$ cat src/rtl/router_pkg.sv
// router_pkg: widths, FIFO geometry and header field positions shared by the router blocks
package router_pkg;
    localparam int ROUTER_DATA_W     = 8;
    localparam int ROUTER_FIFO_DEPTH = 16;
    localparam int ROUTER_FIFO_AW    = 4;
    localparam int LEN_MSB  = 7;
    localparam int LEN_LSB  = 2;
    localparam int ADDR_MSB = 1;
    localparam int ADDR_LSB = 0;
endpackage

$ cat src/rtl/router_fifo.sv
// router_fifo: per-port output FIFO with header flags; ports clock/resetn/soft_reset, write_enb/read_enb/lfd_state/data_in in, data_out/empty/full out
module router_fifo
    import router_pkg::*;
#(
    parameter int DATA_WIDTH = ROUTER_DATA_W,
    parameter int DEPTH      = ROUTER_FIFO_DEPTH,
    parameter int ADDR_WIDTH = ROUTER_FIFO_AW
) (
    input  logic                  clock,
    input  logic                  resetn,
    input  logic                  soft_reset,
    input  logic                  write_enb,
    input  logic                  read_enb,
    input  logic                  lfd_state,
    input  logic [DATA_WIDTH-1:0] data_in,
    output logic [DATA_WIDTH-1:0] data_out,
    output logic                  empty,
    output logic                  full
);
    logic [DATA_WIDTH:0]   mem [DEPTH];
    logic [ADDR_WIDTH:0]   wr_ptr_q, wr_ptr_d, rd_ptr_q, rd_ptr_d;
    logic [6:0]            pkt_cnt_q, pkt_cnt_d;
    logic [DATA_WIDTH-1:0] data_out_q, data_out_d;
    logic [DATA_WIDTH:0]   rd_entry;
    logic                  wr_acc, rd_acc;

    assign empty    = wr_ptr_q == rd_ptr_q;
    assign full     = (wr_ptr_q[ADDR_WIDTH] != rd_ptr_q[ADDR_WIDTH]) &&
                      (wr_ptr_q[ADDR_WIDTH-1:0] == rd_ptr_q[ADDR_WIDTH-1:0]);
    assign wr_acc   = write_enb && !full;
    assign rd_acc   = read_enb && !empty;
    assign rd_entry = mem[rd_ptr_q[ADDR_WIDTH-1:0]];
    assign data_out = data_out_q;

    always_ff @(posedge clock)
        if (resetn && !soft_reset && wr_acc) mem[wr_ptr_q[ADDR_WIDTH-1:0]] <= {lfd_state, data_in};

    always_comb begin
        wr_ptr_d = soft_reset ? '0 : wr_ptr_q + (ADDR_WIDTH+1)'(wr_acc);
        rd_ptr_d = soft_reset ? '0 : rd_ptr_q + (ADDR_WIDTH+1)'(rd_acc);
    end

    always_ff @(posedge clock or negedge resetn)
        if (!resetn) begin
            wr_ptr_q <= '0;
            rd_ptr_q <= '0;
        end else begin
            wr_ptr_q <= wr_ptr_d;
            rd_ptr_q <= rd_ptr_d;
        end

    // A header loads length+1 so the parity byte is counted; a zero count lets data_out idle to 0
    always_comb begin
        pkt_cnt_d  = soft_reset ? '0 :
                     !rd_acc ? pkt_cnt_q :
                     rd_entry[DATA_WIDTH] ? {1'b0, rd_entry[LEN_MSB:LEN_LSB]} + 7'd1 :
                     pkt_cnt_q != '0 ? pkt_cnt_q - 7'd1 : '0;
        data_out_d = soft_reset ? '0 :
                     rd_acc ? rd_entry[DATA_WIDTH-1:0] :
                     pkt_cnt_q == '0 ? '0 : data_out_q;
    end

    always_ff @(posedge clock or negedge resetn)
        if (!resetn) begin
            pkt_cnt_q  <= '0;
            data_out_q <= '0;
        end else begin
            pkt_cnt_q  <= pkt_cnt_d;
            data_out_q <= data_out_d;
        end
endmodule

$ cat config.mk
export PLATFORM = sky130hd
export DESIGN_NAME = router_fifo
export DESIGN_NICKNAME = d
export VERILOG_FILES = /design/src/rtl/router_pkg.sv /design/src/rtl/router_fifo.sv
export SDC_FILE = /design/constraint.sdc
export NUM_CORES = 1
export LEC_CHECK = 0
export CORE_ASPECT_RATIO = 0.9
export CORE_MARGIN = 2
export CORE_UTILIZATION = 55
export CTS_CLUSTER_DIAMETER = 30
export DETAILED_ROUTE_END_ITERATION = 10
export HOLD_SLACK_MARGIN = 0.05
export PLACE_DENSITY_LB_ADDON = 0.15
export SLEW_MARGIN = 10
export SYNTH_ARGS = -nofsm -noshare
export SYNTH_HDL_FRONTEND = slang
export SYNTH_SLANG_ARGS = --single-unit
export TNS_END_PERCENT = 50
$ cat constraint.sdc
create_clock -name clock -period 8.3 [get_ports clock]
set_input_delay 2.075 -clock clock [delete_from_list [all_inputs] [get_ports clock]]
set_output_delay 2.075 -clock clock [all_outputs]
set_load 0.02 [all_outputs]
-- Word level (Yosys, flattened, before mapping)
Memory sizes are Yosys's and may differ from the RTL's.
Index checks and enable logic that the tools add are counted.
- bits in registers: 25
- RAM bits: 144
- bits of input ports: 14
- memories kept: 1
- memories (memory ; depth ; width ; read ports ; clocked after memory_dff ; write ports ; line ; source):
    mem ; 16 ; 9 ; 1 ; 0 ; 1 ; router_fifo.sv:20 ; logic [DATA_WIDTH:0] mem [DEPTH];
- add/subtract/negate cells: 4
- equality and inequality tests: 3
- mux-type cells: 11
- reductions and logical operators: 12
- operator list (cell ; count):
    2-to-1 mux 7 bit ; 4
    2-to-1 mux 8 bit ; 3
    adder 5 x 1 -> 5 bit ; 2
    2-to-1 mux 5 bit ; 2
    adder 6 x 1 -> 7 bit (second input constant) ; 1
    zero test 7 bit ; 1
    nonzero test 7 bit ; 1
    subtractor 7 x 1 -> 7 bit (second input constant) ; 1
    == test 5 bit ; 1
    logical AND 1 bit ; 5
    == test 4 bit ; 1
    zero test 1 bit ; 3
    nonzero test 3 bit ; 1
    2-to-1 mux 1 bit ; 2
    nonzero test 2 bit ; 1
    != test 1 bit ; 1

-- Longest topological paths before layout
Gate-level depths: netlist (run 1).
- depth after elaboration: 7
- mapped depth: 12
- mapped depth without buffers: 9

-- Least setup slack after synthesis (run 1)
Ideal clock, no wire load.
- path type: input-to-reg
- from: input soft_reset
- to: memory mem[0][0] (netlist bit) (enable)
- library setup time: 0.387 ns
- arrival: 3.601 ns
- path slack: 4.313 ns
- stages on the path: 4
- path buffers: 1
- path through: buf_2 > and4bb_1 > or3b_1 > nor3_1
- cells in the longest elaborated chain, start to end: 5
- RTL lines (item ; line ; source):
    start, declared ; router_fifo.sv:11 ; input logic soft_reset,
    zero test 1 bit ; router_fifo.sv:36 ; if (resetn && !soft_reset && wr_acc) mem[wr_ptr_q[ADDR_WIDTH-1:0]] <= {lfd_state, data_in};
    logical AND 1 bit (2 in a row) ; router_fifo.sv:36 ;
    2-to-1 mux 1 bit ; router_fifo.sv:36 ;
    2-to-1 mux 1 bit (implied by the code) ; router_fifo.sv:36 ;
    end, declared ; router_fifo.sv:20 ;
No other way between the ends.

-- Worst setup path in the final report (run 1)
- from: register rd_ptr_q[3]
- to: output full
- cells in the longest elaborated chain, start to end: 2
- RTL lines (item ; line ; source):
    start, declared ; router_fifo.sv:21 ; logic [ADDR_WIDTH:0] wr_ptr_q, wr_ptr_d, rd_ptr_q, rd_ptr_d;
    start signal, assigned ; router_fifo.sv:49 ; rd_ptr_q <= rd_ptr_d;
    == test 4 bit ; router_fifo.sv:29 ; (wr_ptr_q[ADDR_WIDTH-1:0] == rd_ptr_q[ADDR_WIDTH-1:0]);
    logical AND 1 bit ; router_fifo.sv:28 ; assign full = (wr_ptr_q[ADDR_WIDTH] != rd_ptr_q[ADDR_WIDTH]) &&
    end, declared ; router_fifo.sv:18 ; output logic full
No other way between the ends.

==> reports/metrics.yaml, run 1 <==
pwr:
  power_frac_seq_pct: 45.9
  switching_share_pct: 25.2
  combPwrFrac_pct: 16.0
  total_leakage_power_nw: 2.64
  power.total_mw: 2.09
  clock_power_share_pct: 38.0
  power_density_nw_per_um2: 262
  ir_worst_vdd_v: 0.000201
  internal-power_mw: 1.56
  switchingPower_mw: 0.526
worst_setup_path:
  cp_max_fo: 16
  max_stage_delay_ns: 0.79
  worstPathCellList: "xnor2_1, nand4_1, nor2b_1, clkdlybuf4s50_1"
  critPathLaunchType: "flop"
  r2r_cells: 7
  rr_endpoint: "pkt_cnt_q[2]$_DFFE_PN0P_"
  cp.arrival_ns: 2.44
  criticalPathCategory: "flop to output pin"
  path_buf_inv: 1
  critPathSlowestCell: "dfrtp_1"
  critPathTopFamily: "flip-flops"
  end_kind: "output pin"
  r2r_start: "rd_ptr_q[0]$_DFF_PN0_"
  ff2ff_setup_slack_ns: 5.06
  cp.required_ns: 6.23
sta:
  rsz0062_at_grt: "no"
  slew_headroom_pct: 40.9
  hold_violations: 0
  setup_viol: 0
  max_freq_mhz: 221
  finClkSkew_ns: 0.00845
  slew_viol_final: 0
  worst_slew_pin_slew_ns: 0.883
  tns_ns: 0
  period_minus_slack_ns: 4.52
  period_share_pct: 54.4
  setup_slack_ns: 3.78
global_route:
  grt_usage_pct: 22.5
  grt_max_degree: 38
  grt_pass1_wl_um: 21600
  overflow: 0
  antenna_found_initial: 0
  first_global_vias: 3729
yosys:
  ys_types: 45
  synth_most_common_cell: "edfxtp_1"
  ys_ff_latch: 169
  synth_area_um2: 7000
  synth_ff_type: "edfxtp_1"
  ys_async_sr_fraction_pct: 14.8
  ys_top_cells_by_area: "edfxtp_1 62%, mux4_2 12%, dfrtp_1 8.9%"
  ys_seq_area_share_pct: 70.8
  yosys.area.top_type: "edfxtp_1"
  synth_top_area_share_pct: 61.8
  synth_nets: 411
  synth_edf_count: 144
  ys_warn_count: 0
  synthTopCellsByCount: "144 x edfxtp_1, 36 x mux4_2, 26 x nor2_1"
  avgSynthCellArea_um2: 17.9
  synth_cells: 390
floorplanning:
  initial_core_util_pct: 55.8
  core-area_um2: 12500
  pin_count: 24
  die-area_um2: 13600
  die_w_um: 123
  num_rows: 39
  die_y_um: 111
min_path:
  hp-start: "data_out[5]$_DFFE_PN0P_"
  whs_path_depth: 2
  hold_end: "data_out[5]$_DFFE_PN0P_"
  hp-class: "flop to flop"
routing:
  drc_errors: 0
  wl_um: 13700
  avgRoutedWirePerCell_um: 22.9
  drt_first_iter_violations: 368
  detail_route.first_pass.iterations: 5
  via_count: 3568
  ant_nets: 0
  vias_per_cell: 5.96
cells_and_area:
  area_delta_synth_final_pct: 14.1
  diodes: 0
  final_layout_size_suffix_gt1_share_pct: 18.4
  fin_nets: 443
  fin_area_um2: 7990
  fill_cells: 858
  fin_util_pct: 63.7
  register_area_um2: 4950
  multi_input_area_um2: 1910
run_status:
  status: "complete, no violations"
run:
  cap_violations: 0
cts:
  cts_max_level: 4
  cts.path.max_buffers: 2
  post_cts_buffers: 0
  clk_pin_slew_ns: 0.06
  worstSkewPairLatency_ns: 0.42
  cts_sinks: 169
  cts_tree: "yes"
  numCtsBuffers: 17
  postCtsHoldBufs: 0
  root_buffer: "clkbuf_16"
  ctsResizeCount: 0
placed_design:
  port_buffers: 23
  gp_congestion: 0.843
  dp_slack_ns: 3.47
  placed_area_um2: 7390
  dp_hpwl_um: 8820
==> stage by stage <==
| step | hold WS (ns) | instances |
|---|---|---|
| final | 0.543 | 599 |
| after global routing | 0.588 | 599 |
| after CTS | 0.546 | 599 |
| after detailed placement | 0.527 | 567 |
| after global placement | 0.525 | 567 |
| after floorplan | 0.523 | 390 |
==> layout by cell type, fill, tap and decap left out, types with 2 or more instances in the layout <==
cell             netlist  final
inv_1                  4      4
buf_4                  3     10
edfxtp_1             144    144
mux2i_1                4      4
clkinv_2               0      3
nand2_1               17     17
nor2_1                26     26
o22ai_1                2      2
mux4_1                 5      5
clkdlybuf4s50_1        0     23
nand3b_1               3      3
a211oi_1               3      3
nand3_1               18     18
clkbuf_16              0     17
nor3_1                 6      6
nand4_1                3      3
dfrtp_1               25     24
a22oi_1                3      3
o21ai_0                4      4
mux4_2                36     36
xnor2_1                8      8
nor2b_1                9      9
or3_1                  2      2
a21oi_1               14     14
inv_6                  0      5
xor2_1                 9      9
bufinv_16              0      3
ha_1                   7      7
nand2b_1               2      2
==> how the worst max path moves through the flow <==
stage / slack, ns / cells after the start / to / startpoint
floorplan: 4.31 / 4 / mem[0][0]$_DFFE_PP_ / soft_reset
global placement: 3.55 / 5 / mem[8][1]$_DFFE_PP_ / resetn
detailed placement: 3.47 / 5 / mem[8][7]$_DFFE_PP_ / resetn
CTS: 3.76 / 4 / full / rd_ptr_q[3]$_DFF_PN0_
global route: 3.59 / 4 / full / rd_ptr_q[3]$_DFF_PN0_
finish: 3.78 / 4 / full / rd_ptr_q[3]$_DFF_PN0_
==> flip-flops by register name, indices dropped and copies added (netlist names) <==
register	cells
data_out	8
mem	144
pkt_cnt_q	7
rd_ptr_q	5
wr_ptr_q	5
==> routing by layer <==
metal  GRT usage, %  part of all wire (%)
met1           30.8                    43
met2           35.9                    51
met3           6.17                   4.9
met4           5.75                  0.65
met5              0                     0
==> final cells by class <==
cell class / count / area share (%)
multi-input cells: 197 / 23.9
well taps: 164 / 2.57
flip-flops and latches: 169 / 62.0
clock buffers: 18 / 5.37
clock inverters: 14 / 2.12
inverters: 4 / 0.188
repair buffers: 33 / 3.82
==> worst reg2reg max path, delay by kind of cell, from the launching register on <==
kind,cells,cell delay (ns)
AOI/OAI and AO/OA,2,0.45
xor gates and xnor gates,1,0.16
adders and majority gates,1,0.27
buffers and inverters,1,0.57
DFF,1,0.36
muxes,2,1.35
==> power groups by stage <==
| stage | Combinational [mW] | Sequential, mW | Clock [mW] |
|---|---|---|---|
| after global placement | 0.332 | 0.975 | 0 |
| after CTS | 0.338 | 0.959 | 0.809 |
| after global routing | 0.371 | 0.962 | 0.846 |
| final | 0.335 | 0.960 | 0.795 |
| after detailed placement | 0.337 | 0.977 | 0 |
| after floorplan | 0.241 | 0.978 | 0 |
==> logic make-up after synthesis <==
family,share of synthesized area [%]
flops,70.8
simple gates,6.60
mux,14.0
compound gates,3.29
buf+inv,1.93
xor+xnor,2.13
fa+ha+maj,1.25
(Power assumes the default switching activity.)
==> run 2: changes to the inputs <==
==> constraint.sdc (replaced) <==
create_clock -name clock -period 4.36 [get_ports clock]
set_input_delay 1.09 -clock clock [delete_from_list [all_inputs] [get_ports clock]]
set_output_delay 1.09 -clock clock [all_outputs]
set_load 0.02 [all_outputs]
==> run 2 against run 1 <==
Global-route usage up 0.75 points; clock skew increased by 0.00062 ns; routed wire length increased by 3.8%; critical path depth is the same; register-to-register slack got worse by 3.7 ns; sequential share of layout area fell by 0.47 points; design area grew 0.77%; setup slack got worse by 2.9 ns; flip-flop and latch count unchanged; via count rose by 3.8%; critical path type unchanged; critical endpoint unchanged; largest cell class unchanged.
==> reports/metrics.yaml, run 2 (synthesis gave the netlist of run 1 again) <==
run_status:
  status: "complete, no violations"
cts:
  cts_max_level: 4
  worstSkewPairLatency_ns: 0.44
  ctsResizeCount: 0
  postCtsHoldBufs: 0
  root_buffer: "clkbuf_16"
  cts.path.max_buffers: 2
  post_cts_buffers: 0
  cts_tree: "yes"
  numCtsBuffers: 17
  clk_pin_slew_ns: 0.06
  cts_sinks: 169
routing:
  via_count: 3702
  drc_errors: 0
  vias_per_cell: 6.08
  detail_route.first_pass.iterations: 5
  ant_nets: 0
  avgRoutedWirePerCell_um: 23.4
  drt_first_iter_violations: 429
  wl_um: 14200
floorplanning:
  die_y_um: 111
  num_rows: 39
  initial_core_util_pct: 55.8
  core-area_um2: 12500
  pin_count: 24
  die-area_um2: 13600
  die_w_um: 123
placed_design:
  gp_congestion: 0.791
  placed_area_um2: 7460
  dp_hpwl_um: 9040
  port_buffers: 23
  dp_cells: 577
  dp_slack_ns: 0.962
global_route:
  grt_pass1_wl_um: 22300
  grt_usage_pct: 23.2
  overflow: 0
  antenna_found_initial: 0
  first_global_vias: 3821
  grt_max_degree: 34
cells_and_area:
  layoutNonFillerInstCount: 609
  fin_area_um2: 8050
  final_layout_size_suffix_gt1_share_pct: 20.4
  largest_reg_flops: 144
  area_delta_synth_final_pct: 15.0
  final_common_cell: "edfxtp_1"
  diodes: 0
  fin_nets: 453
  final_cell_mix: "144 x edfxtp_1, 36 x mux4_2, 26 x nor2_1, 24 x dfrtp_1, 23 x clkdlybuf4s50_1"
  fin_util_pct: 64.2
  fill_cells: 860
worst_setup_path:
  path_buf_inv: 1
  max_stage_delay_ns: 0.73
  critPathTopFamily: "flip-flops"
  cp.arrival_ns: 2.35
  worstPathCellList: "xnor2_1, nand4_1, nor2b_1, clkdlybuf4s50_1"
  cp.required_ns: 3.27
  cp_max_fo: 18
  end_kind: "output pin"
  criticalPathCategory: "flop to output pin"
  critPathLaunchType: "flop"
  critPathSlowestCell: "dfrtp_2"
pwr:
  power.total_mw: 3.94
  ir_worst_vdd_v: 0.000359
  power_density_nw_per_um2: 490
  total_leakage_power_nw: 2.69
sta:
  finClkSkew_ns: 0.00907
  tns_ns: 0
  setup_slack_ns: 0.916
  worst_slew_pin_slew_ns: 0.800
  hold_violations: 0
  slew_headroom_pct: 46.5
  max_freq_mhz: 290
  slew_viol_final: 0
  period_share_pct: 79.0
  setup_viol: 0
  rsz0062_at_grt: "no"
  holdWs_ns: 0.540
  period_minus_slack_ns: 3.44
min_path:
  hp-class: "flop to flop"
run:
  cap_violations: 0
-- run 2: cell count changes in the layout (fill, tap and decap cells not counted), sizes merged --
cell      delta
buf         +10
inv          +3
bufinv       -2
clkbuf       -1
clkinv       +1
clkinvlp     -1
-- run 2: path summary, 6_finish.rpt --
check	startpoint	to	slack [ns]	depth (start not counted)
max reg2reg	rd_ptr_q[0]$_DFF_PN0_	mem[8][0]$_DFFE_PP_	1.35	6
min in group asynchronous	resetn	wr_ptr_q[2]$_DFF_PN0_	1.05	2
min	data_out[7]$_DFFE_PN0P_	data_out[7]$_DFFE_PN0P_	0.54	2
max in group asynchronous	resetn	rd_ptr_q[0]$_DFF_PN0_	3.04	2
min reg2reg	data_out[7]$_DFFE_PN0P_	data_out[7]$_DFFE_PN0P_	0.54	2
max	rd_ptr_q[0]$_DFF_PN0_	full	0.92	4
-- run 2: final cells by class --
class,instances,area (µm²),share of cell area [%]
tap,164,205,2.55
multi-input combinational,197,1910,23.7
inverter,4,15.0,0.187
timing repair buffer,43,380,4.73
clock inverter,15,159,1.97
clock buffer,17,425,5.29
sequential,169,4950,61.5
-- run 2: per-layer routing --
| metal | up-vias | global-route usage (%) | share of wire [%] |
|---|---|---|---|
| met1 | 1911 | 33.4 | 43 |
| li1 | 1634 | - | - |
| met4 | 0 | 7.97 | 1.6 |
| met5 | - | 0 | 0 |
| met3 | 15 | 7.51 | 7.8 |
| met2 | 142 | 33.8 | 47 |
-- run 2: where the power goes --
part           switching, mW  internal, mW
Combinational          0.335         0.278
Sequential            0.0564          1.79
Clock                  0.671         0.810
-- run 2: tightest hold or removal path: cells and delay by family, from the launching register on --
| family | cells | cell delay (ns) |
|---|---|---|
| simple gates | 1 | 0.06 |
| flops | 1 | 0.38 |
| compound gates | 1 | 0.06 |
